## src/rtl/rf_write_arbiter.sv

```systemverilog
// Round-robin arbiter for the single write port of a 32-entry register file.
// Registers the winning address and data, and decodes the address into a one-hot write enable.
module rf_write_arbiter #(
    parameter int NREQ      = 4,
    parameter int DW        = 32,
    parameter int ZERO_LOCK = 1
) (
    input  logic              clk,
    input  logic              rst,
    input  logic              en,
    input  logic [NREQ-1:0]   req,
    input  logic [NREQ*5-1:0] req_addr,
    input  logic [NREQ*DW-1:0] req_data,
    output logic [NREQ-1:0]   gnt,
    output logic [31:0]       wr_en,
    output logic [4:0]        wr_addr,
    output logic [DW-1:0]     wr_data,
    output logic              wr_valid
);

    localparam int PW = $clog2(NREQ);

    logic [NREQ-1:0] gnt_q, gnt_d;
    logic [31:0]     wr_en_q, wr_en_d;
    logic [4:0]      wr_addr_q, wr_addr_d;
    logic [DW-1:0]   wr_data_q, wr_data_d;
    logic            wr_valid_q, wr_valid_d;
    logic [PW-1:0]   ptr_q, ptr_d;

    logic [NREQ-1:0] eligible;
    logic [PW-1:0]   winner;
    logic            found;
    logic            doGrant;
    logic [4:0]      selAddr;
    logic [DW-1:0]   selData;

    // Upper two address bits pick a bank of eight, lower three pick the entry within it.
    function automatic logic [31:0] decodeAddr(input logic [4:0] a);
        logic [3:0]  bank;
        logic [7:0]  entry;
        logic [31:0] oneHot;
        bank   = 4'b0001 << a[4:3];
        entry  = 8'b0000_0001 << a[2:0];
        oneHot = '0;
        for (int b = 0; b < 4; b++) begin
            for (int e = 0; e < 8; e++) begin
                oneHot[b*8+e] = bank[b] & entry[e];
            end
        end
        return oneHot;
    endfunction

    // The requester granted this cycle is masked, so a held req cannot win twice in a row.
    assign eligible = req & ~gnt_q;

    always_comb begin
        int idx;
        idx    = 0;
        found  = 1'b0;
        winner = '0;
        for (int k = 0; k < NREQ; k++) begin
            idx = int'(ptr_q) + k;
            if (idx >= NREQ) begin
                idx = idx - NREQ;
            end
            if (!found && eligible[idx]) begin
                found  = 1'b1;
                winner = PW'(idx);
            end
        end
    end

    assign doGrant = en & found;
    assign selAddr = req_addr[int'(winner)*5 +: 5];
    assign selData = req_data[int'(winner)*DW +: DW];

    always_comb begin
        gnt_d      = '0;
        wr_en_d    = '0;
        wr_valid_d = 1'b0;
        wr_addr_d  = wr_addr_q;
        wr_data_d  = wr_data_q;
        ptr_d      = ptr_q;
        if (doGrant) begin
            gnt_d[winner] = 1'b1;
            wr_valid_d    = 1'b1;
            wr_addr_d     = selAddr;
            wr_data_d     = selData;
            // A write to register 0 is still consumed, it just never reaches the array.
            if ((ZERO_LOCK != 0) && (selAddr == 5'd0)) begin
                wr_en_d = '0;
            end else begin
                wr_en_d = decodeAddr(selAddr);
            end
            if (winner == PW'(NREQ - 1)) begin
                ptr_d = '0;
            end else begin
                ptr_d = winner + PW'(1);
            end
        end
    end

    always_ff @(posedge clk) begin
        if (rst) begin
            gnt_q      <= '0;
            wr_en_q    <= '0;
            wr_addr_q  <= '0;
            wr_data_q  <= '0;
            wr_valid_q <= 1'b0;
            ptr_q      <= '0;
        end else begin
            gnt_q      <= gnt_d;
            wr_en_q    <= wr_en_d;
            wr_addr_q  <= wr_addr_d;
            wr_data_q  <= wr_data_d;
            wr_valid_q <= wr_valid_d;
            ptr_q      <= ptr_d;
        end
    end

    assign gnt      = gnt_q;
    assign wr_en    = wr_en_q;
    assign wr_addr  = wr_addr_q;
    assign wr_data  = wr_data_q;
    assign wr_valid = wr_valid_q;

endmodule

```

## config.mk

```make
export PLATFORM = sky130hd
export DESIGN_NAME = rf_write_arbiter
export DESIGN_NICKNAME = d
export VERILOG_FILES = /design/src/rtl/rf_write_arbiter.sv
export SDC_FILE = /design/constraint.sdc
export NUM_CORES = 1
export LEC_CHECK = 0
export CORE_ASPECT_RATIO = 2
export CORE_MARGIN = 2
export CORE_UTILIZATION = 40
export CTS_BUF_LIST = sky130_fd_sc_hd__clkbuf_4 sky130_fd_sc_hd__clkbuf_8 sky130_fd_sc_hd__clkbuf_16
export CTS_CLUSTER_DIAMETER = 200
export DETAILED_ROUTE_END_ITERATION = 10
export PLACE_DENSITY = 0.81
export SYNTH_ARGS = -nofsm -noshare
export SYNTH_HDL_FRONTEND = slang
export SYNTH_SLANG_ARGS = --single-unit
```

## constraint.sdc

```tcl
create_clock -name clk -period 2.17 [get_ports clk]
set_input_delay 0.434 -clock clk [delete_from_list [all_inputs] [get_ports clk]]
set_output_delay 0.434 -clock clk [all_outputs]
set_load 0.05 [all_outputs]
```

==> reports/metrics.csv <==
metric,value,unit
status,finished with violations,
failing checks,setup timing,
final setup violation count,1,
VDD IR-drop max,0.446,mV
critical path's slowest cell,a2111oi_1,
Layout area overhead,80.7,%
DIE HEIGHT,151,µm
Die W,77.6,µm
CTS tree,yes,
CP endpoint kind,register,
# clock sinks,76,
Root Buffer,clkbuf_16,
Initial DRT Pass Iterations,5,
yosys warns,0,
Worst Path Required,2.42,ns
fill cell count,778,
"Seq/Total Area, Yosys",35.1,%
ys flop type,dfxtp_1,
Mean Syn Cell Area,8.75,µm²
Avg WL per Cell,20.2,µm
CP Buf/Inv Count,5,
power per cell area,694,nW/µm²
Final #Nets,932,
grt ovf,0,
number of CTS-inserted buffers,9,
period utilisation layout,101,%
crit path cell chain,clkdlybuf4s50_1 -> nand2b_1 -> buf_4 -> o311ai_4 -> buf_12 -> buf_8 -> a2111oi_1 -> a31oi_1 -> buf_4 -> o22ai_1,
worst skew pair latency,0.34,ns
core area,10500,µm²
initial antenna violation count,0,
Initial Util,41.1,%
worst-margin pin slew,0.630,ns
final core utilization,74.2,%
H-tree depth,3,
Total GRT Usage,30.1,%
relative slew slack,58.0,%
"slowest stage delay, CP",0.45,ns
io pins,229,
DRT Wirelength,18.5,mm
Final Hold Viols,0,
Post-synth EDFFs,0,
Tot Pwr,5.43,mW
"Slew Viols, Final",0,
Crit path top cell by count,buf_4,
Max Clock Skew,0.00854,ns
"most common cell after layout, fill and taps aside",clkdlybuf4s50_1,
Yosys reg bits,76,
Setup Crit Path Kind,in2reg,
Routed Antenna Nets,0,
PortBufs,228,
clk buf depth,2,
CP arrival,2.45,ns
antenna cells,0,
DR vias/cell,5.83,
Synth Instances,495,
share of cells above drive strength 1,18.8,%
Yosys cell types,49,
clock slew at reported path FFs,0.06,ns
Top Family by Delay on Critical Path,buffers and inverters,
global-route wire length before repair,27.0,mm
fraction of registers with async set/reset,0,%
most frequent cells in the layout,"clkdlybuf4s50_1, dfxtp_1, buf_4",
Hold Path Class,reg2reg,
Max Fclk,0.454,GHz
RSZ-0062 raised after global routing,true,
dpl hpwl,13.6,mm
DRC,0,
die area,11700,µm²
startpoint types,primary input,
via count,5335,
Lkg Pwr,3.00,nW
hold slack,0.481,ns
setup_tns,-0.0310,ns
total of max-cap violations,0,
pre-CTS setup slack,-0.661,ns
Final GP Congestion,0.967,
largest net degree at the start of global routing,41,
Max Fanout on Critical Path,6,
row count,53,
drt first-iter violations,320,
min cycle time layout,2.20,ns
mapped cell area,4330,µm²
PnR worst setup slack,-0.0310,ns
via count of the first global-routing pass,5435,
syn_nets,654,
flip-flops by register name, summed over array words and instances, names as in the netlist:
register / cells
wr_addr: 5
wr_valid: 1
gnt: 4
ptr_q: 2
wr_data: 32
wr_en: 32
cell type report:
cell class	count	area (µm²)	area share, %
repair buffers	305	3050	39.0
flip-flops and latches	76	1520	19.5
clock inverters	7	65.1	0.831
clock buffers	9	225	2.88
inverters	14	52.6	0.671
multi-input cells	367	2740	35.0
well taps	137	171	2.19
layer usage:
layer	part of all wire, %	wire [µm]	vias to the layer above	track usage [%]
met5	0	0	-	0
met4	6.1	1130	0	17.6
met3	5.3	984	74	4.23
met2	58	10700	305	61.7
met1	31	5730	2522	27.0
li1	-	-	2434	-
what timing repair did:
action / in CTS / in global routing
pin swaps: 9 / 3
hold buffers: 0 / 0
resized for setup: 29 / 22
cloned: 2 / 2
endpoints found under the setup margin: 69 / 67
buffers inserted: 10 / 1
power by group:
part / switching (mW) / leakage (nW) / internal (mW) / total, mW
logic: 1.32 / 2.24 / 1.07 / 2.39
clock network: 0.644 / 0.140 / 0.802 / 1.45
registers: 0.0700 / 0.621 / 1.52 / 1.59
final timing paths:
| path | start | end | slack [ns] | cells past startpoint |
|---|---|---|---|---|
| min | wr_data[1] | wr_data[1] | 0.48 | 2 |
| max | req[3] | wr_en[12] | -0.03 | 10 |
| min reg2reg | wr_data[1] | wr_data[1] | 0.48 | 2 |
| max reg2reg | gnt[0] | wr_en[12] | 0.05 | 7 |
kinds of logic (layout without fill, tap and decap cells):
kind of cell	Yosys count	in the layout	share of synthesized area [%]
muxes	36	36	8.32
and+or+nand+nor	129	129	17.9
adders and majority gates	4	4	1.16
DFF	76	76	35.1
other	1	1	0.0866
buffers and inverters	53	335	5.92
AOI/OAI and AO/OA	196	197	31.5
cell usage after synthesis, drive strengths merged, types with 4 or more instances:
library cell,count,area (µm²)
and2,5,31.3
o22ai,33,206
a2111oi,4,35.0
nand2,46,175
a21oi,14,70.1
and3,36,225
a211oi,8,60.1
mux2i,36,360
clkbuf,17,63.8
buf,22,140
nor4b,8,116
inv,14,52.6
o211ai,41,318
nor3,7,45.0
o21ai,44,235
ha,4,50.1
nor2,8,40.0
dfxtp,76,1520
nand2b,6,37.5
nor2b,5,31.3
a31oi,6,37.5
a21boi,32,240
nor4,4,37.5
a41oi,5,43.8
through the flow:
stage | std cells | instance area (µm²)
after detailed placement | 884 | 7110
after global placement | 884 | 7110
after CTS | 912 | 7690
final | 915 | 7830
after global routing | 915 | 7830
after floorplan | 495 | 4330
worst min-delay path, stage by stage (launching register included):
cell	delay [ns]
dfxtp_1	0.32
nand2_1	0.05
o211ai_1	0.07
(Power assumes the default switching activity.)
